==> src/rtl/fpu_vector_tester_if.sv <==
// ROM and FPU-under-test bus as seen by the tester.
// master = tester side, slave = board/testbench side (ROM plus FPU IP).
interface fpu_vector_tester_if #(
   parameter int WIDTH  = 32,
   parameter int ADDR_W = 4
);
   logic [ADDR_W-1:0] vec_addr;
   logic [WIDTH-1:0]  vec_src1;
   logic [WIDTH-1:0]  vec_src2;
   logic [WIDTH-1:0]  vec_exp;
   logic [WIDTH-1:0]  dut_src1;
   logic [WIDTH-1:0]  dut_src2;
   logic [WIDTH-1:0]  dut_res;

   modport master (
      output vec_addr, dut_src1, dut_src2,
      input  vec_src1, vec_src2, vec_exp, dut_res
   );

   modport slave (
      input  vec_addr, dut_src1, dut_src2,
      output vec_src1, vec_src2, vec_exp, dut_res
   );
endinterface

==> src/rtl/fpu_vector_tester.sv <==
// Streams ROM vectors into a pipelined FPU, checks results LATENCY cycles later, and shows
// pass/fail counters and the first failing index/result on six 7-seg digits.
module fpu_vector_tester #(
   parameter int WIDTH    = 32,
   parameter int NUM_VEC  = 16,
   parameter int ADDR_W   = 4,
   parameter int LATENCY  = 7,
   parameter int MASK_LSB = 0
) (
   input  logic                 clk,
   input  logic                 rst_n,
   input  logic                 start_i,
   input  logic [1:0]           disp_sel_i,
   fpu_vector_tester_if.master  bus,
   output logic                 busy_o,
   output logic                 done_o,
   output logic                 pass_o,
   output logic [6:0]           segment7_1_o,
   output logic [6:0]           segment7_2_o,
   output logic [6:0]           segment7_3_o,
   output logic [6:0]           segment7_4_o,
   output logic [6:0]           segment7_5_o,
   output logic [6:0]           segment7_6_o
);
   localparam int CW = ADDR_W + 1;

   typedef enum logic [1:0] {
      S_IDLE  = 2'd0,
      S_ISSUE = 2'd1,
      S_DRAIN = 2'd2,
      S_DONE  = 2'd3
   } state_t;

   typedef struct packed {
      logic              vld;
      logic [WIDTH-1:0]  exp;
      logic [ADDR_W-1:0] addr;
   } tag_t;

   state_t            state_q, state_d;
   logic [CW-1:0]     issue_cnt_q, issue_cnt_d;
   logic [ADDR_W-1:0] addr_q, addr_d;
   logic [WIDTH-1:0]  src1_q, src1_d, src2_q, src2_d;
   logic [CW-1:0]     pass_cnt_q, pass_cnt_d, fail_cnt_q, fail_cnt_d;
   logic [ADDR_W-1:0] first_idx_q, first_idx_d;
   logic [WIDTH-1:0]  first_res_q, first_res_d;
   tag_t              dl_q [LATENCY];
   tag_t              push, tap;
   logic              match;

   assign tap   = dl_q[LATENCY-1];
   assign match = (bus.dut_res[WIDTH-1:MASK_LSB] == tap.exp[WIDTH-1:MASK_LSB]);

   always_comb begin
      push.vld  = (state_q == S_ISSUE);
      push.exp  = bus.vec_exp;
      push.addr = bus.vec_addr;
   end

   always_comb begin
      state_d     = state_q;
      issue_cnt_d = issue_cnt_q;
      addr_d      = addr_q;
      src1_d      = '0;
      src2_d      = '0;
      pass_cnt_d  = pass_cnt_q;
      fail_cnt_d  = fail_cnt_q;
      first_idx_d = first_idx_q;
      first_res_d = first_res_q;

      if (tap.vld) begin
         if (match) begin
            pass_cnt_d = pass_cnt_q + CW'(1);
         end else begin
            fail_cnt_d = fail_cnt_q + CW'(1);
            // Only the first mismatch of a run is latched for display.
            if (fail_cnt_q == '0) begin
               first_idx_d = tap.addr;
               first_res_d = bus.dut_res;
            end
         end
      end

      case (state_q)
         S_IDLE, S_DONE: begin
            if (start_i) begin
               state_d     = S_ISSUE;
               issue_cnt_d = '0;
               addr_d      = '0;
               pass_cnt_d  = '0;
               fail_cnt_d  = '0;
               first_idx_d = '0;
               first_res_d = '0;
            end
         end
         S_ISSUE: begin
            src1_d      = bus.vec_src1;
            src2_d      = bus.vec_src2;
            issue_cnt_d = issue_cnt_q + CW'(1);
            if (issue_cnt_q == CW'(NUM_VEC - 1)) begin
               addr_d  = '0;
               state_d = S_DRAIN;
            end else begin
               addr_d  = addr_q + ADDR_W'(1);
            end
         end
         S_DRAIN: begin
            if (pass_cnt_q + fail_cnt_q == CW'(NUM_VEC)) state_d = S_DONE;
         end
         default: state_d = S_IDLE;
      endcase
   end

   always_ff @(posedge clk or negedge rst_n) begin
      if (!rst_n) begin
         state_q     <= S_IDLE;
         issue_cnt_q <= '0;
         addr_q      <= '0;
         src1_q      <= '0;
         src2_q      <= '0;
         pass_cnt_q  <= '0;
         fail_cnt_q  <= '0;
         first_idx_q <= '0;
         first_res_q <= '0;
      end else begin
         state_q     <= state_d;
         issue_cnt_q <= issue_cnt_d;
         addr_q      <= addr_d;
         src1_q      <= src1_d;
         src2_q      <= src2_d;
         pass_cnt_q  <= pass_cnt_d;
         fail_cnt_q  <= fail_cnt_d;
         first_idx_q <= first_idx_d;
         first_res_q <= first_res_d;
      end
   end

   // Expected-result delay line; reset flushes every valid bit so no stale check survives.
   always_ff @(posedge clk or negedge rst_n) begin
      if (!rst_n) begin
         for (int i = 0; i < LATENCY; i++) dl_q[i] <= '0;
      end else begin
         dl_q[0] <= push;
         for (int i = 1; i < LATENCY; i++) dl_q[i] <= dl_q[i-1];
      end
   end

   assign bus.vec_addr = addr_q;
   assign bus.dut_src1 = src1_q;
   assign bus.dut_src2 = src2_q;
   assign busy_o       = (state_q == S_ISSUE) || (state_q == S_DRAIN);
   assign done_o       = (state_q == S_DONE);
   assign pass_o       = (state_q == S_DONE) && (fail_cnt_q == '0);

   // Segment order {g,f,e,d,c,b,a}, active high.
   function automatic logic [6:0] seg7(input logic [3:0] n);
      case (n)
         4'h0: seg7 = 7'h3F;  4'h1: seg7 = 7'h06;  4'h2: seg7 = 7'h5B;  4'h3: seg7 = 7'h4F;
         4'h4: seg7 = 7'h66;  4'h5: seg7 = 7'h6D;  4'h6: seg7 = 7'h7D;  4'h7: seg7 = 7'h07;
         4'h8: seg7 = 7'h7F;  4'h9: seg7 = 7'h6F;  4'hA: seg7 = 7'h77;  4'hB: seg7 = 7'h7C;
         4'hC: seg7 = 7'h39;  4'hD: seg7 = 7'h5E;  4'hE: seg7 = 7'h79;  default: seg7 = 7'h71;
      endcase
   endfunction

   logic [19:0] page;
   always_comb begin
      page = '0;
      case (disp_sel_i)
         2'd0:    page = {8'(pass_cnt_q), 8'(fail_cnt_q), 4'(first_idx_q)};
         2'd1:    page = first_res_q[19:0];
         2'd2:    page = bus.dut_res[19:0];
         default: page = {first_res_q[31:24], first_res_q[11:0]};
      endcase
   end

   assign segment7_1_o = seg7({2'b00, state_q});
   assign segment7_2_o = seg7(page[19:16]);
   assign segment7_3_o = seg7(page[15:12]);
   assign segment7_4_o = seg7(page[11:8]);
   assign segment7_5_o = seg7(page[7:4]);
   assign segment7_6_o = seg7(page[3:0]);
endmodule

==> src/flat_wrapper.sv <==
// flat-port wrapper written by rule: the top's interface ports become plain ports
module fpu_vector_tester_flat 
#(
   parameter int WIDTH    = 32,
   parameter int NUM_VEC  = 16,
   parameter int ADDR_W   = 4,
   parameter int LATENCY  = 7,
   parameter int MASK_LSB = 0
)
  (clk, rst_n, start_i, disp_sel_i, busy_o, done_o, pass_o, segment7_1_o, segment7_2_o, segment7_3_o, segment7_4_o, segment7_5_o, segment7_6_o, bus_vec_addr, bus_dut_src1, bus_dut_src2, bus_vec_src1, bus_vec_src2, bus_vec_exp, bus_dut_res);
  fpu_vector_tester_if #(.WIDTH(WIDTH), .ADDR_W(ADDR_W)) bus_i ();
  input  logic clk;
  input  logic rst_n;
  input  logic start_i;
  input  logic [1:0] disp_sel_i;
  output logic busy_o;
  output logic done_o;
  output logic pass_o;
  output logic [6:0] segment7_1_o;
  output logic [6:0] segment7_2_o;
  output logic [6:0] segment7_3_o;
  output logic [6:0] segment7_4_o;
  output logic [6:0] segment7_5_o;
  output logic [6:0] segment7_6_o;
  output wire logic [$bits(bus_i.vec_addr)-1:0] bus_vec_addr;
  output wire logic [$bits(bus_i.dut_src1)-1:0] bus_dut_src1;
  output wire logic [$bits(bus_i.dut_src2)-1:0] bus_dut_src2;
  input wire logic [$bits(bus_i.vec_src1)-1:0] bus_vec_src1;
  input wire logic [$bits(bus_i.vec_src2)-1:0] bus_vec_src2;
  input wire logic [$bits(bus_i.vec_exp)-1:0] bus_vec_exp;
  input wire logic [$bits(bus_i.dut_res)-1:0] bus_dut_res;
  assign bus_vec_addr = bus_i.vec_addr;
  assign bus_dut_src1 = bus_i.dut_src1;
  assign bus_dut_src2 = bus_i.dut_src2;
  assign bus_i.vec_src1 = bus_vec_src1;
  assign bus_i.vec_src2 = bus_vec_src2;
  assign bus_i.vec_exp = bus_vec_exp;
  assign bus_i.dut_res = bus_dut_res;
  fpu_vector_tester #(.WIDTH(WIDTH), .NUM_VEC(NUM_VEC), .ADDR_W(ADDR_W), .LATENCY(LATENCY), .MASK_LSB(MASK_LSB)) u_core (.clk(clk), .rst_n(rst_n), .start_i(start_i), .disp_sel_i(disp_sel_i), .bus(bus_i), .busy_o(busy_o), .done_o(done_o), .pass_o(pass_o), .segment7_1_o(segment7_1_o), .segment7_2_o(segment7_2_o), .segment7_3_o(segment7_3_o), .segment7_4_o(segment7_4_o), .segment7_5_o(segment7_5_o), .segment7_6_o(segment7_6_o));
endmodule
==> config.mk <==
export PLATFORM = sky130hd
export DESIGN_NAME = fpu_vector_tester_flat
export DESIGN_NICKNAME = d
export VERILOG_FILES = /design/src/rtl/fpu_vector_tester_if.sv /design/src/rtl/fpu_vector_tester.sv /design/src/flat_wrapper.sv
export SDC_FILE = /design/constraint.sdc
export NUM_CORES = 1
export LEC_CHECK = 0
export ABC_AREA = 1
export CAP_MARGIN = 20
export CORE_MARGIN = 10
export CORE_UTILIZATION = 53
export CTS_CLUSTER_SIZE = 14
export DETAILED_ROUTE_END_ITERATION = 12
export HOLD_SLACK_MARGIN = 0.06
export PLACE_DENSITY = 0.84
export SETUP_SLACK_MARGIN = 0.2
export SKIP_CTS_REPAIR_TIMING = 1
export SKIP_LAST_GASP = 1
export SYNTH_ARGS = -nofsm -noshare
export SYNTH_HDL_FRONTEND = slang
export SYNTH_SLANG_ARGS = --single-unit
==> constraint.sdc <==
create_clock -name clk -period 7.4 [get_ports clk]
set_input_delay 1.48 -clock clk [delete_from_list [all_inputs] [get_ports clk]]
set_output_delay 1.48 -clock clk [all_outputs]
set_load 0.02 [all_outputs]
==> flow_summary_export.csv, run 1 <==
group,metric,value,unit
outcome,status,"completed",
place,placed_area,16680,sq um
setup_path,arrival,4.93,ns
sta,rsz0062_at_grt,"false",
finish,final_common_cell,"dfrtp_1",
detailed_routing,dr.pass1.iters,5,
pwr,power_density,345.4,nW/um^2
cts,cts_made_buffers,38,
detailed_routing,drc,0,
sta,fmax,0.1559,GHz
logic_synthesis,async_reset_ff_frac,1.000,
setup_path,critPathLaunchType,"input port",
setup_path,slowest_stage,"clkdlybuf4s50_1",
logic_synthesis,syn_inst,1336,
detailed_routing,met3_length,2.080,mm
cts,cts_sinks,376,
logic_synthesis,ys.flop_type,"dfrtp_1",
finish,area_growth,28.38,%
logic_synthesis,syn_area_per_cell,10.47,sq um
setup_path,crit_fanout,13,
sta,hold_ws,0.3389,ns
logic_synthesis,synth-seq-area-share,0.6728,
pwr,leakage,9.383,nW
sta,fin_crit_sh,0.8666,
sta,hold_viol,0,
logic_synthesis,yosys_warnings,0,
setup_path,crit_type,"input port to primary output",
floorplan,chipHeight,182.4,microns
logic_synthesis,synth-seq-cells,376,
finish,final_core_util,0.6910,
sta,setup_violations,0,
setup_path,required,5.92,ns
place,pre_cts_slack,1.061,ns
setup_path,worstPathCellList,"clkdlybuf4s50_1, buf_4, inv_2, nand2_2, nor2_1, nor3_1, inv_1, ha_1, inv_1, nor2_1, o32ai_1, clkdlybuf4s50_1",
grt,grt_max_degree,222,
place,gp_congestion,0.9144,
logic_synthesis,synth_area,13990,sq um
setup_path,slowest_delay,0.67,ns
detailed_routing,drtIter0Drc,568,
pwr,ir_drop,0.2897,mV
finish,stdcell_area,17950,sq um
grt,antenna_found_initial,4,
detailed_routing,num_vias,9336,
logic_synthesis,synth_edf_count,0,
cts,cts_root_buf,"clkbuf_16",
detailed_routing,met2_wirelength,16.83,mm
cts,cts-htree-levels,2,
grt,track_usage,0.1862,
job,max-cap-violations,0,
detailed_routing,top_layer,"met4",
sta,fin_crit,6.413,ns
sta,worst_slack,0.9868,ns
detailed_routing,wl,31.41,mm
finish,nNetsFinal,1777,
finish,drive_gt1_frac,0.05250,
cts,cts.path.max_buffers,3,
grt,grt_pass1_vias,9692,
sta,finClkSkew,0.01617,ns
place,io_buffers,244,
sta,worst_pin_slew,1.029,ns
finish,final_cell_mix,"dfrtp_1 (376), nand2_1 (334), clkdlybuf4s50_1 (243)",
grt,overflow,0,
logic_synthesis,syn_nets,1521,
setup_path,end_kind,"primary output",
sta,slew_viol_final,0,
logic_synthesis,ys_types,43,
floorplan,rows,59,
floorplan,coreArea,25980,sq um
logic_synthesis,yosysTopAreaCell,"dfrtp_1",
detailed_routing,ant_nets,0,
cts,insertion_delay,0.52,ns
logic_synthesis,ys_top_cells_by_area,"dfrtp_1 (67%), nand2_1 (9.0%), inv_1 (6.1%), ha_1 (4.6%), nor2_1 (4.0%)",
floorplan,initial_core_util,0.5382,
cts,clkTransAtPathRegs,0.06,ns
logic_synthesis,synth_top_area_share,0.6728,
grt,grt_first_pass_wirelength,50.23,mm
hold_path,hold_path_class,"flip-flop to flip-flop",
sta,maxSlewHeadroom,0.3140,
floorplan,die_area,33290,sq um
cts,cts_tree,"yes",
sta,tns,0,ns
place,dp_hpwl,21.61,mm
floorplan,dieWidth,182.4,microns
detailed_routing,wl_per_cell,16.04,microns
floorplan,ioPinCount,246,
detailed_routing,drt-met1-wl,11.79,mm
detailed_routing,viasPerCell,4.768,
## stage by stage
stage,cells,total power [mW]
floorplan,1336,3.578
global placement,1887,4.260
detailed placement,1887,4.328
CTS,1954,6.269
global route,1958,6.563
finish,1958,6.202
## layer usage
| layer | vias up | global-route usage |
|---|---|---|
| met5 | - | 0 |
| li1 | 4503 | - |
| met1 | 4460 | 0.2124 |
| met4 | 0 | 0.05857 |
| met2 | 324 | 0.3371 |
| met3 | 49 | 0.04411 |
## cell usage after synthesis (10+ instances only)
master,count
dfrtp_1,376
nand2_1,334
inv_1,228
nor2_1,148
ha_1,51
o21ai_0,34
a21oi_1,21
clkbuf_1,13
nand3_1,12
a31oi_1,11
nand4_1,10
## final timing paths
kind	slack, ns	endpoint	cells past startpoint	startpoint
worst max-delay path	0.99	segment7_4_o[0]	12	disp_sel_i[0]
worst min-delay path	0.34	u_core.dl_q[37]$_DFF_PN0_	0	u_core.dl_q[74]$_DFF_PN0_
worst max register to register	5.06	u_core.issue_cnt_q[3]$_DFFE_PN0P_	9	u_core.state_q[0]$_DFFE_PN0P_
worst min register to register	0.34	u_core.dl_q[37]$_DFF_PN0_	0	u_core.dl_q[74]$_DFF_PN0_
max in group asynchronous	4.90	u_core.dl_q[246]$_DFF_PN0_	2	rst_n
min in group asynchronous	0.98	u_core.fail_cnt_q[0]$_DFF_PN0_	1	rst_n
## state kept, by name, indices dropped and copies added (netlist names)
signal	flops
u_core.fail_cnt_q	5
u_core.state_q	2
u_core.bus.dut_src2	32
u_core.pass_cnt_q	5
u_core.bus.dut_src1	32
u_core.dl_q	259
u_core.first_res_q	28
u_core.first_idx_q	4
u_core.bus.vec_addr	4
u_core.issue_cnt_q	5
## power by group
group / internal (mW) / switching (mW)
sequential: 2.37 / 0.140
combinational: 0.704 / 1.09
clock: 1.13 / 0.770
## area by class of cell
| type | count | area (sq um) |
|---|---|---|
| Antenna cell | 4 | 10.01 |
| Sequential cell | 376 | 9409 |
| Timing Repair Buffer | 249 | 2497 |
| Multi-Input combinational cell | 693 | 3475 |
| Tap cell | 335 | 419.2 |
| Inverter | 234 | 878.3 |
| Clock inverter | 17 | 198.9 |
| Fill cell | 1758 | 8030 |
| Clock buffer | 50 | 1067 |
## worst max-delay path, delay by kind of cell
family / cells / cell delay (ns)
fa+ha+maj: 1 / 0.24
simple gates: 4 / 0.95
buf+inv: 6 / 1.93
compound gates: 1 / 0.32
## cells by family after synthesis
group	count (synthesis)	synth area share
AND/OR/NAND/NOR	525	0.1498
XOR/XNOR	12	0.007515
buffers and inverters	267	0.07899
flip-flops	376	0.6727
adder cells (fa/ha/maj)	52	0.04706
AO/OA/AOI/OAI	103	0.04357
other	1	0.0002681
(Power assumes the default switching activity.)
==> run 2, diff against run 1 <==
--- a/config.mk
+++ b/config.mk
@@ -8,5 +8,6 @@
 export ABC_AREA = 1
-export CAP_MARGIN = 20
+export CAP_MARGIN = 15
 export CORE_MARGIN = 10
 export CORE_UTILIZATION = 53
+export CTS_CLUSTER_DIAMETER = 60
 export CTS_CLUSTER_SIZE = 14
--- a/constraint.sdc
+++ b/constraint.sdc
@@ -3,2 +3,2 @@
 set_output_delay 1.48 -clock clk [all_outputs]
-set_load 0.02 [all_outputs]
+set_load 0.1 [all_outputs]
==> run 2 against run 1 <==
Global-route usage shrank 0.68 points. Sequential share of layout area grew 1.1 points. Combinational power rose by 69%. Non-clock buffer count grew 1. Cell count is 1.3% lower. Sequential power about the same. Highest routed layer is now met5. Core utilization shrank 1.4 points. Largest power group is now combinational cells.
==> flow_summary_export.csv, run 2 (same netlist as run 1, synthesis figures left out) <==
group,metric,value,unit
sta,worst_pin_slew,1.030,ns
detailed_routing,drtIter0Drc,641,
sta,hold_viol,0,
pwr,p_clk_frac,0.223,
detailed_routing,ant_nets,0,
setup_path,arrival,4.74,ns
sta,fin_crit_sh,0.8403,
setup_path,slowest_delay,0.91,ns
cts,cts.path.max_buffers,3,
cts,cts_root_buf,"clkbuf_16",
pwr,p_comb_frac,0.425,
job,max-cap-violations,0,
floorplan,ioPinCount,246,
grt,overflow,0,
pwr,leakage,9.260,nW
floorplan,initial_core_util,0.5382,
finish,multi_input_area,3475,sq um
detailed_routing,viasPerCell,4.812,
detailed_routing,wl,30.06,mm
cts,cts_sinks,376,
sta,slew_viol_final,0,
pwr,ir_drop,0.3451,mV
cts,clkTransAtPathRegs,0.06,ns
place,dp_hpwl,21.69,mm
sta,finClkSkew,0.01643,ns
finish,nNetsFinal,1774,
finish,regMostFlops,"u_core.dl_q",
sta,fmax,0.1608,GHz
sta,tns,0,ns
floorplan,rows,59,
finish,drive_gt1_frac,0.06391,
pwr,total_power,7.131,mW
outcome,status,"completed",
setup_path,required,5.92,ns
floorplan,chipHeight,182.4,microns
grt,grt_first_pass_wirelength,48.68,mm
floorplan,dieWidth,182.4,microns
sta,fin_crit,6.218,ns
finish,fillers,1888,
detailed_routing,wl_per_cell,15.55,microns
hold_path,hold_path_class,"flip-flop to flip-flop",
sta,hold_ws,0.3419,ns
detailed_routing,drc,0,
floorplan,coreArea,25980,sq um
pwr,seqPwrFrac,0.352,
pwr,p_sw,3.200,mW
hold_path,hold_path.startpoint,"u_core.dl_q[191]$_DFF_PN0_",
setup_path,crit_type,"input port to primary output",
finish,final_common_cell,"dfrtp_1",
detailed_routing,num_vias,9301,
grt,track_usage,0.1794,
setup_path,reg2reg_from,"u_core.state_q[1]$_DFFE_PN0P_",
setup_path,critPathLaunchType,"input port",
detailed_routing,dr.pass1.iters,5,
finish,register_area,9409,sq um
setup_path,worstPathCellList,"clkdlybuf4s50_1, inv_2, nand2_2, nor2_1, nor3_1, inv_1, ha_1, a21oi_1, inv_1, a21oi_1, a31oi_1, buf_4",
grt,antenna_found_initial,3,
place,gp_congestion,0.9198,
grt,grt_pass1_vias,9635,
floorplan,die_area,33290,sq um
setup_path,crit_start,"disp_sel_i[0]",
pwr,power_density,405.6,nW/um^2
cts,cts_tree,"yes",
finish,largest_register_ffs,259,
finish,final_cell_mix,"dfrtp_1 (376), nand2_1 (334), inv_1 (228)",
grt,grt_max_degree,139,
place,io_buffers,244,
pwr,p_int,3.931,mW
setup_path,end_kind,"primary output",
setup_path,cp_num_buf_inv,5,
finish,area_growth,25.69,%
setup_path,slowest_stage,"clkdlybuf4s50_1",
cts,insertion_delay,0.51,ns
setup_path,path_delay_family,"buffers and inverters",
cts,cts-htree-levels,2,
pwr,swShare,0.4488,
setup_path,crit_fanout,19,
sta,maxSlewHeadroom,0.3113,
cts,cts_made_buffers,34,
sta,rsz0062_at_grt,"false",
sta,setup_violations,0,
-- run 2: final timing paths --
| check | end | cells after the start | slack (ns) |
|---|---|---|---|
| setup reg to reg | u_core.issue_cnt_q[3]$_DFFE_PN0P_ | 9 | 5.05 |
| hold / removal | u_core.dl_q[154]$_DFF_PN0_ | 0 | 0.34 |
| min in group asynchronous | u_core.bus.dut_src2[29]$_DFF_PN0_ | 1 | 1.06 |
| max in group asynchronous | u_core.dl_q[124]$_DFF_PN0_ | 2 | 4.80 |
| setup / recovery | segment7_4_o[3] | 12 | 1.18 |
| hold reg to reg | u_core.dl_q[154]$_DFF_PN0_ | 0 | 0.34 |
-- run 2: area by class of cell --
cell class              instances  area share
repair buffers                250      0.1375
diodes                          2   0.0002847
clock inverters                 7    0.005480
well taps                     335     0.02384
multi-input cells             693      0.1977
flip-flops and latches        376      0.5352
clock buffers                  36     0.05004
inverters                     234     0.04996
-- run 2: power groups by stage --
stage / clock [mW] / combinational (mW) / sequential [mW]
4_1_cts: 1.64 / 3.05 / 2.51
2_1_floorplan: 0 / 1.65 / 3.21
5_1_grt: 1.72 / 3.23 / 2.54
6_report: 1.59 / 3.03 / 2.51
3_5_place_dp: 0 / 3.04 / 2.55
3_3_place_gp: 0 / 2.99 / 2.53
-- run 2: layer usage --
layer  vias to the layer above  global-route usage  part of all wire
li1                       4502                   -                 -
met1                      4461              0.2059              0.38
met2                       282              0.3257              0.53
met3                        54             0.04550             0.064
met4                         2             0.04653             0.022
met5                         -                   0           0.00043
-- run 2: metrics by stage --
stage | setup slack [ns] | instance area, sq um | std cells | util
finish | 1.182 | 17580 | 1933 | 0.6765
global placement | 1.420 | 16580 | 1887 | 0.6380
floorplan | 0.6650 | 13990 | 1336 | -
global route | 0.8603 | 17580 | 1933 | 0.6765
detailed placement | 1.178 | 16580 | 1887 | 0.6380
CTS | 1.173 | 17550 | 1930 | 0.6756
